File: config.mk
export PLATFORM = sky130hd
export DESIGN_NAME = uart_tx_fifo
export DESIGN_NICKNAME = d
export VERILOG_FILES = /design/src/rtl/uart_tx_fifo.sv
export SDC_FILE = /design/constraint.sdc
export NUM_CORES = 1
export LEC_CHECK = 0
export CAP_MARGIN = 40
export CORE_MARGIN = 1
export CORE_UTILIZATION = 47
export DETAILED_ROUTE_END_ITERATION = 10
export PLACE_DENSITY = 0.68
export SLEW_MARGIN = 25
export SYNTH_ARGS = -nofsm -noshare
export SYNTH_HDL_FRONTEND = slang
export SYNTH_SLANG_ARGS = --single-unit
File: constraint.sdc
create_clock -name clk -period 1.8 [get_ports clk]
set_input_delay 0.36 -clock clk [delete_from_list [all_inputs] [get_ports clk]]
set_output_delay 0.36 -clock clk [all_outputs]
set_load 0.005 [all_outputs]
File: src/rtl/uart_tx_fifo.sv
`default_nettype none
// ============================================================================
//  Module   : uart_tx_fifo
//  Brief    : UART transmitter with input word FIFO, configurable data width,
//             parity mode and stop-bit count, paced by an external baud tick.
//  Revision : 1.0 - initial release
// ============================================================================
module uart_tx_fifo #(
   parameter int DATA_BITS   = 8,
   parameter int PARITY_MODE = 0,
   parameter int STOP_BITS   = 1,
   parameter int FIFO_DEPTH  = 4
) (
   input  logic                 clk,
   input  logic                 rst,
   input  logic                 wr_en,
   input  logic [DATA_BITS-1:0] data_in,
   input  logic                 enb,
   output logic                 tx,
   output logic                 busy,
   output logic                 full,
   output logic                 empty,
   output logic                 overflow
);

   localparam int c_ADDR_W = $clog2(FIFO_DEPTH);
   localparam int c_CNT_W  = $clog2(FIFO_DEPTH) + 1;

   localparam logic [2:0] c_ST_IDLE   = 3'd0;
   localparam logic [2:0] c_ST_LOAD   = 3'd1;
   localparam logic [2:0] c_ST_START  = 3'd2;
   localparam logic [2:0] c_ST_DATA   = 3'd3;
   localparam logic [2:0] c_ST_PARITY = 3'd4;
   localparam logic [2:0] c_ST_STOP   = 3'd5;

   localparam logic [3:0] c_LAST_BIT  = 4'(DATA_BITS - 1);
   localparam logic [1:0] c_LAST_STOP = 2'(STOP_BITS - 1);
   localparam logic       c_ODD       = (PARITY_MODE == 2);

   logic [DATA_BITS-1:0] r_mem [FIFO_DEPTH];
   logic [c_ADDR_W-1:0]  r_wr_ptr;
   logic [c_ADDR_W-1:0]  r_rd_ptr;
   logic [c_CNT_W-1:0]   r_count;
   logic [c_CNT_W-1:0]   w_count_nxt;
   logic                 r_full;
   logic                 r_empty;
   logic                 r_overflow;
   logic                 w_push;
   logic                 w_pop;
   logic                 w_busy;
   logic [DATA_BITS-1:0] w_head;

   logic [2:0]           r_state;
   logic [2:0]           w_state_nxt;
   logic [DATA_BITS-1:0] r_shift;
   logic                 r_parity;
   logic [3:0]           r_bitcnt;
   logic [1:0]           r_stopcnt;
   logic                 r_tx;

   // A write against a full FIFO is dropped even if a pop frees a slot this cycle.
   assign w_push = wr_en & ~r_full;
   assign w_head = r_mem[r_rd_ptr];

   always_comb begin
      w_count_nxt = r_count;
      if (w_push && !w_pop) begin
         w_count_nxt = r_count + c_CNT_W'(1);
      end else if (!w_push && w_pop) begin
         w_count_nxt = r_count - c_CNT_W'(1);
      end
   end

   always_ff @(posedge clk) begin
      if (w_push) begin
         r_mem[r_wr_ptr] <= data_in;
      end
   end

   always_ff @(posedge clk) begin
      if (rst) begin
         r_wr_ptr   <= '0;
         r_rd_ptr   <= '0;
         r_count    <= '0;
         r_full     <= 1'b0;
         r_empty    <= 1'b1;
         r_overflow <= 1'b0;
      end else begin
         if (w_push) r_wr_ptr <= r_wr_ptr + c_ADDR_W'(1);
         if (w_pop)  r_rd_ptr <= r_rd_ptr + c_ADDR_W'(1);
         r_count    <= w_count_nxt;
         r_full     <= (w_count_nxt == c_CNT_W'(FIFO_DEPTH));
         r_empty    <= (w_count_nxt == '0);
         r_overflow <= wr_en & r_full;
      end
   end

   always_ff @(posedge clk) begin
      if (rst) r_state <= c_ST_IDLE;
      else     r_state <= w_state_nxt;
   end

   always_comb begin
      w_state_nxt = r_state;
      case (r_state)
         c_ST_IDLE:   if (!r_empty) w_state_nxt = c_ST_LOAD;
         c_ST_LOAD:   w_state_nxt = c_ST_START;
         c_ST_START:  if (enb) w_state_nxt = c_ST_DATA;
         c_ST_DATA:   if (enb && r_bitcnt == c_LAST_BIT)
                         w_state_nxt = (PARITY_MODE != 0) ? c_ST_PARITY : c_ST_STOP;
         c_ST_PARITY: if (enb) w_state_nxt = c_ST_STOP;
         c_ST_STOP:   if (enb && r_stopcnt == c_LAST_STOP) w_state_nxt = c_ST_IDLE;
         default:     w_state_nxt = c_ST_IDLE;
      endcase
   end

   always_comb begin
      w_pop  = (r_state == c_ST_IDLE) & ~r_empty;
      w_busy = (r_state != c_ST_IDLE) | ~r_empty;
   end

   always_ff @(posedge clk) begin
      if (rst) begin
         r_tx      <= 1'b1;
         r_shift   <= '0;
         r_parity  <= 1'b0;
         r_bitcnt  <= '0;
         r_stopcnt <= '0;
      end else begin
         case (r_state)
            c_ST_IDLE: if (w_pop) begin
               r_shift   <= w_head;
               r_parity  <= (^w_head) ^ c_ODD;
               r_bitcnt  <= '0;
               r_stopcnt <= '0;
            end
            c_ST_START:  if (enb) r_tx <= 1'b0;
            c_ST_DATA:   if (enb) begin
               r_tx     <= r_shift[0];
               r_shift  <= r_shift >> 1;
               r_bitcnt <= r_bitcnt + 4'd1;
            end
            c_ST_PARITY: if (enb) r_tx <= r_parity;
            c_ST_STOP:   if (enb) begin
               r_tx      <= 1'b1;
               r_stopcnt <= r_stopcnt + 2'd1;
            end
            default: ;
         endcase
      end
   end

   assign tx       = r_tx;
   assign busy     = w_busy;
   assign full     = r_full;
   assign empty    = r_empty;
   assign overflow = r_overflow;

endmodule
`default_nettype wire

* Yosys cells after proc, flatten, opt, wreduce, memory -nomap -nowiden *
Memories as Yosys holds them, arrays and structs flattened. A register that Yosys moved wholly into a read port is not among the register bits.
Index checks and enable logic that the tools add are counted.

word-level totals
  memory bits (writable) = 32
  bits in registers = 29
  memory bits (read-only) = 0
  memories = 1
  bits in latches = 0
  input port bits = 12

memory list
  name   words  bits a word  rd ports  clocked after Yosys merged registers in  wr ports  RTL line  text
  r_mem  4      8            1         1                                        1         40        logic [DATA_BITS-1:0] r_mem [FIFO_DEPTH];

cells by class
  magnitude comparators = 0
  bitwise gates (word level) = 6
  $mul = 0
  add/subtract/negate cells = 6
  equal/unequal tests = 15
  divide/modulo/power cells = 0
  reductions and logical operators = 19
  muxes and demuxes = 26
  shifts and indexed selects = 0

operators by type and width
  cell                                                                    count
  3-bit two-way mux                                                       7
  3-bit one-hot mux with 6 select lines                                   1
  8-bit two-way mux                                                       2
  2-bit != test (second input constant)                                   8
  8-bit one-hot mux with 2 select lines                                   1
  5-bit AND reduction                                                     2
  3-bit equality test (second input constant)                             3
  2-bit two-way mux                                                       4
  4-bit two-way mux                                                       2
  4-bit one-hot mux with 2 select lines                                   1
  8-bit XOR reduction                                                     1
  2-bit by 1-bit adder with 2-bit output (second input constant)          3
  3-bit by 2-bit equality test with 1-bit output (second input constant)  2
  3-bit logical NOT                                                       2
  1-bit two-way mux                                                       6
  3-bit AND reduction                                                     2
  4-bit by 1-bit adder with 4-bit output (second input constant)          1
  4-bit by 3-bit equality test with 1-bit output (second input constant)  1
  1-bit logical AND                                                       4
  1-bit one-hot mux with 4 select lines                                   1
  2-bit one-hot mux with 2 select lines                                   1
  2-bit nonzero test                                                      2
  4-bit nonzero test                                                      1
  3-bit by 1-bit adder with 3-bit output (second input constant)          1
  other kinds (9)                                                         13

* Longest topological paths before layout *
Gate-level depths: netlist of the first run.

  depth after elaboration = 7
  gate-level depth with buffers = 7

* Least setup slack after synthesis of the first run *
No wires, ideal clock.

  kind = register to register
  from = register (tool-made name)
  to = register r_parity
  cell stages (with the launch flop) = 7
  arrival time = 1.598 ns
  data required time = 1.721 ns
  buffers on the path = 1
  period minus slack after synthesis = 1.677 ns
  slack = 0.123 ns
  cell sequence = dfxtp_1 > buf_6 > mux4_2 > xnor2_1 > xnor2_1 > xnor2_1 > a211oi_2

RTL lines
  element                 RTL line  text
  end signal: assignment  133       r_parity <= (^w_head) ^ c_ODD;
  end: declaration        56        logic r_parity;

* Worst setup path after layout of the first run *
  from = register r_state[0]
  to = output busy

between the ends
  longest elaborated chain between the ends = 2

RTL lines
  element                   RTL line  text
  start: declaration        53        logic [2:0] r_state;
  start signal: assignment  99        if (rst) r_state <= c_ST_IDLE;
  start signal: assignment  100       else r_state <= w_state_nxt;
  3-bit nonzero test        119       w_busy = (r_state != c_ST_IDLE) | ~r_empty;
  1-bit OR                  119
  end: declaration          20        output logic busy,

No other way between the ends.

==> results.json, run 1 <==
{
  "r2r_end": "r_parity",
  "cts_hold_buf": 0,
  "placed_cell_area_um2": 3130,
  "avgRoutedWirePerCell_um": 14.0,
  "crit_cells": 3,
  "antenna_cells": 0,
  "ctsLongestPathBuffers": 2,
  "synth_edf_count": 32,
  "clock_latency_ns": 0.33,
  "p_per_area_nw_per_um2": 1400,
  "fin_crit_sh": 0.961,
  "cp_max_fo": 5,
  "fin_crit_ns": 1.73,
  "cpLargestDelayFamily": "buffers and inverters",
  "final-hold-violation-count": 0,
  "vias_per_cell": 5.31,
  "num_rows": 27,
  "drv_slew": 0,
  "maxCapViolations": 0,
  "synth_nets": 243,
  "outcome": "completed",
  "core_um2": 5540,
  "crit_type": "reg2out",
  "grt_usage": 0.172,
  "antenna_left": 0,
  "synth.distinct_cells": 45,
  "skew_ns": 0.00741,
  "setup_viol": 0,
  "fin_util": 0.607,
  "ys_ff_latch": 63,
  "syn2layout_area_growth_pct": 23.2,
  "grt_max_degree": 15,
  "min_from": "tx",
  "root_buffer": "clkbuf_8",
  "nets": 276,
  "hold_path_end": "tx",
  "worst_slew_pin_slew_ns": 0.471,
  "fp.dieArea_um2": 6120,
  "synth_seq_area_share": 0.579,
  "portBuffers": 16,
  "worstPathArrival_ns": 1.37,
  "worstSetupEndpointType": "primary output",
  "crit_path_top_delay_cell": "clkdlybuf4s50_1",
  "hpwlAfterDp_um": 3340,
  "rsz0062_at_grt": "true",
  "die_width_um": 78.3,
  "htreeDepth": 3,
  "place.gp.congestion": 0.754,
  "overflow": 0,
  "synth_top_cells_by_area": "edfxtp_1, dfxtp_1, mux4_2",
  "start_util": 0.493,
  "slew-limit-headroom": 0.685,
  "dp_slack_ns": -0.0402,
  "vias": 1768,
  "timing.hold.ws_ns": 0.481,
  "initialDrtViolationCount": 72,
  "cpPeakStageDelay_ns": 0.50,
  "wirelength_um": 4660,
  "fmax_mhz": 578,
  "cts_buffers": 9,
  "yosys.area.top_type": "edfxtp_1",
  "ir_worst_vdd_uv": 876,
  "cts_tree": "done",
  "antenna_found_initial": 0,
  "drive_gt1_frac": 0.222,
  "cp-start-kind": "flop",
  "crit_start": "r_state[0]",
  "hold_depth": 1,
  "cp_num_buf_inv": 1,
  "p_leak_nw": 1.22,
  "worstPathRequired_ns": 1.44,
  "reg2reg_slack_ns": 0.08,
  "netlist_area_um2": 2730,
  "synthArstFlopShare": 0,
  "ys.flop_type": "edfxtp_1",
  "grt_pass1_vias": 1693,
  "yosysWarnings": 0,
  "hp-class": "reg2reg",
  "finalSetupTns_ns": 0,
  "crit_chain": "nor2_4 > nand3b_1 > clkdlybuf4s50_1",
  "clk_pin_slew_ns": 0.07,
  "netlist_instances": 223,
  "stdcell_area_um2": 3370,
  "die_h_um": 78.3,
  "ios": 17,
  "reg2reg_depth": 6,
  "synth.avg_cell_area_um2": 12.3,
  "finalWorstSetupSlack_ns": 0.0707,
  "synth_top_area_frac": 0.352,
  "grt_pass1_wl_um": 7810,
  "cts_num_sinks": 63,
  "drt_drc_violations_left": 0,
  "dr.pass1.iters": 4
}
## stage by stage
stage	total power, mW	instances
final	4.71	333
after CTS	4.71	333
after global placement	3.47	317
after global routing	5.00	333
after detailed placement	3.49	317
after floorplan	3.01	223
## how the worst max path moves through the flow
stage                     to  slack [ns]
detailed placement      full       -0.04
global route        r_parity      0.0005
CTS                 r_parity       0.006
global placement        full       -0.01
floorplan           r_parity        0.12
finish                  busy        0.07
## Yosys cell counts, drive strengths merged (4+ instances only)
cell type / instances
o21ai: 5
a311oi: 8
nand2: 15
inv: 6
dfxtp: 31
nor3: 7
xnor2: 11
edfxtp: 32
clkbuf: 10
and2: 4
buf: 4
xor2: 4
mux4: 8
a22oi: 5
nand3: 9
nor2: 23
a21oi: 6
ha: 8
## routing by layer
| layer | vias up | global-route usage | routed length (um) | part of all wire |
|---|---|---|---|---|
| met5 | - | 0 | 0 | 0 |
| met4 | 0 | 0.0574 | 45 | 0.0097 |
| met3 | 6 | 0.0674 | 148 | 0.032 |
| met2 | 21 | 0.254 | 2140 | 0.46 |
| met1 | 856 | 0.230 | 2320 | 0.50 |
| li1 | 885 | - | - | - |
## placed cells by master (no fill, tap or decap), types with 2 or more instances in the layout
master,count
nand2_1,15
nor2b_1,3
nand3_1,9
xnor2_2,3
edfxtp_1,32
a21o_1,2
a21oi_1,6
a311oi_1,8
clkinv_2,2
clkdlybuf4s50_1,16
clkbuf_8,9
nor2_1,21
inv_1,6
dfxtp_2,3
ha_1,8
mux4_2,8
mux2i_1,2
xnor2_1,8
o21ai_0,5
a22oi_1,4
buf_4,14
xor2_1,4
nor3_1,6
nand2b_1,3
buf_12,6
and2_1,4
clkinvlp_4,2
dfxtp_1,27
nor2_4,2
## area by class of cell
| cell class | instances | area (um^2) |
|---|---|---|
| fill | 453 | 2170 |
| sequential | 63 | 1590 |
| multi-input combinational | 140 | 1080 |
| timing repair buffer | 36 | 385 |
| clock buffer | 9 | 124 |
| tap | 72 | 90.1 |
| clock inverter | 7 | 72.6 |
| inverter | 6 | 22.5 |
## logic make-up after synthesis
family                   share of synthesized area
buffers and inverters                       0.0362
multiplexers                                0.0733
XOR/XNOR                                    0.0481
adder cells (fa/ha/maj)                     0.0366
AND/OR/NAND/NOR                              0.136
flip-flops                                   0.579
AO/OA/AOI/OAI                               0.0907
## flip-flops by register name, indices dropped and copies added, names as in the netlist, 2 cells and up, named ones only
name       cells
r_shift        8
r_count        3
r_bitcnt       4
r_wr_ptr       2
r_mem         32
r_stopcnt      2
r_state        3
r_rd_ptr       2
## report_power, final
part	total (mW)	internal (mW)	leakage (nW)	switching [mW]
combinational	1.59	0.836	0.570	0.754
clock	1.20	0.640	0.0956	0.555
sequential	1.93	1.76	0.549	0.170
total	4.71	3.23	1.22	1.48
## what timing repair did
action,4_1_cts,5_1_grt
setup buffers,0,0
gates cloned,0,0
endpoints found under the setup margin,2,2
gates resized for setup,4,6
pin swaps,0,4
(Power assumes the default switching activity.)
==> inputs of run 2 (changes only) <==
--- a/config.mk
+++ b/config.mk
@@ -9,6 +9,7 @@
 export CORE_MARGIN = 1
 export CORE_UTILIZATION = 47
 export DETAILED_ROUTE_END_ITERATION = 10
+export HOLD_SLACK_MARGIN = 0.06
 export PLACE_DENSITY = 0.68
 export SLEW_MARGIN = 25
 export SYNTH_ARGS = -nofsm -noshare
==> results of run 2 <==
Same layout as run 1: the final DEF is identical, and so are final timing and power.
==> inputs of run 3 (changes only) <==
--- a/config.mk
+++ b/config.mk
@@ -6,6 +6,7 @@
 export NUM_CORES = 1
 export LEC_CHECK = 0
 export CAP_MARGIN = 40
+export CORE_ASPECT_RATIO = 1.1
 export CORE_MARGIN = 1
 export CORE_UTILIZATION = 47
 export DETAILED_ROUTE_END_ITERATION = 10
==> run 3 against run 2 <==
Utilization up 0.65 points. Sequential power barely moved. Cell count is 1.5% higher. Worst hold slack worse by 0.022 ns. Via count decreased by 0.51%. Highest routed layer unchanged.
==> results.json, run 3 (synthesis results as in run 1) <==
{
  "crit_cells": 6,
  "antenna_cells": 0,
  "fin_util": 0.614,
  "ir_worst_vdd_uv": 902,
  "p_int_mw": 3.25,
  "portBuffers": 16,
  "ctsLongestPathBuffers": 2,
  "switching_share": 0.313,
  "hpwlAfterDp_um": 3200,
  "drv_slew": 0,
  "fp.dieArea_um2": 6120,
  "top_register": "r_mem",
  "finalSetupTns_ns": 0,
  "hp-class": "reg2reg",
  "dp.cells": 319,
  "syn2layout_area_growth_pct": 23.6,
  "final_cell_mix": "edfxtp_1, dfxtp_1, nor2_1",
  "clk_pin_slew_ns": 0.07,
  "crit_end": "r_parity",
  "r2r_end": "r_parity",
  "min_from": "full",
  "slew-limit-headroom": 0.765,
  "htreeDepth": 3,
  "crit_type": "reg2reg",
  "worstPathRequired_ns": 2.06,
  "antenna_found_initial": 0,
  "wirelength_um": 4650,
  "skew_ns": 0.00444,
  "clock_latency_ns": 0.33,
  "final_common_cell": "edfxtp_1",
  "cp_common_cell": "xnor2_1",
  "crit_path_top_delay_cell": "mux4_2",
  "vias_per_cell": 5.20,
  "cts_tree": "done",
  "core_um2": 5500,
  "grt_usage": 0.176,
  "p_leak_nw": 1.23,
  "netSwitchingPower_mw": 1.48,
  "grt_max_degree": 21,
  "maxCapViolations": 0,
  "die_width_um": 74.7,
  "fmax_mhz": 577,
  "fin_cells": 338,
  "top_regs": "r_mem: 32 flops, r_shift: 8 flops, r_bitcnt: 4 flops",
  "num_rows": 28,
  "cp_num_buf_inv": 1,
  "cts_buffers": 9,
  "cpLargestDelayFamily": "multiplexers",
  "grt_pass1_vias": 1672,
  "dr.pass1.iters": 4,
  "die_h_um": 82.0,
  "worstPathArrival_ns": 1.99,
  "initialDrtViolationCount": 63,
  "fin_crit_ns": 1.73,
  "cts_hold_buf": 0,
  "pwr-share-clk": 0.255,
  "largest_reg_flops": 32,
  "crit_chain": "buf_12 > mux4_2 > xnor2_1 > xnor2_1 > xnor2_1 > a211oi_2",
  "drt_drc_violations_left": 0,
  "stdcell_area_um2": 3380,
  "setup_viol": 0,
  "worst_slew_pin_slew_ns": 0.344,
  "rsz0062_at_grt": "true",
  "cp_max_fo": 8,
  "grt_pass1_wl_um": 7740,
  "p_per_area_nw_per_um2": 1400,
  "outcome": "completed",
  "placed_cell_area_um2": 3130,
  "overflow": 0,
  "cpPeakStageDelay_ns": 0.54,
  "drive_gt1_frac": 0.224,
  "nets": 278,
  "antenna_left": 0,
  "p_seq_frac": 0.409,
  "cp-start-kind": "flop",
  "final-hold-violation-count": 0,
  "reg2reg_depth": 6,
  "place.gp.congestion": 0.740,
  "cts_num_sinks": 63,
  "vias": 1759,
  "comb_power_share": 0.336,
  "root_buffer": "clkbuf_8",
  "reg2reg_slack_ns": 0.07,
  "ios": 17,
  "start_util": 0.497,
  "worstSetupEndpointType": "flop",
  "fin_crit_sh": 0.964,
  "avgRoutedWirePerCell_um": 13.8
}
run 3: worst min path at each step:
| stage | end | cells past startpoint | slack (ns) |
|---|---|---|---|
| 6_report | overflow | 2 | 0.46 |
| 5_1_grt | overflow | 2 | 0.48 |
| 4_1_cts | overflow | 2 | 0.46 |
| 3_5_place_dp | overflow | 2 | 0.45 |
| 3_3_place_gp | tx | 1 | 0.44 |
| 2_1_floorplan | r_state[1] | 1 | 0.45 |
run 3: repair_timing:
action / 4_1_cts / 5_1_grt
setup endpoints to repair: 2 / 3
buffers inserted: 0 / 3
pin swaps: 1 / 4
resized for setup: 6 / 4
run 3: power by group through the flow:
stage / logic (mW) / registers, mW / clock network (mW)
2_1_floorplan: 1.11 / 1.89 / 0
3_3_place_gp: 1.50 / 1.95 / 0
3_5_place_dp: 1.51 / 1.96 / 0
4_1_cts: 1.55 / 1.93 / 1.23
5_1_grt: 1.77 / 1.97 / 1.29
6_report: 1.59 / 1.94 / 1.20
run 3: per-layer routing:
layer  global-route usage  up-vias  share of wire
met3               0.0479        5          0.032
met1                0.231      843           0.50
li1                     -      878              -
met5                    0        -              0
met4               0.0906        0          0.012
met2                0.268       33           0.46
run 3: cell type report:
type,instances,area [um^2]
multi-input combinational,140,1070
fill,450,2120
tap,75,93.8
sequential,63,1590
inverter,6,22.5
clock buffer,9,124
clock inverter,7,72.6
timing repair buffer,38,403
run 3: worst min-delay path: cells and delay by family (launching register included):
kind | cells | cell delay [ns]
AND/OR/NAND/NOR | 2 | 0.09
flip-flops | 1 | 0.33
run 3: per-stage QoR:
stage | power (mW) | worst slack [ns] | hold WS, ns
global placement | 3.45 | -0.0156 | 0.445
CTS | 4.72 | 0.00109 | 0.459
detailed placement | 3.47 | -0.0462 | 0.450
finish | 4.73 | 0.0656 | 0.459
global route | 5.03 | -0.0467 | 0.483
floorplan | 3.01 | 0.123 | 0.450
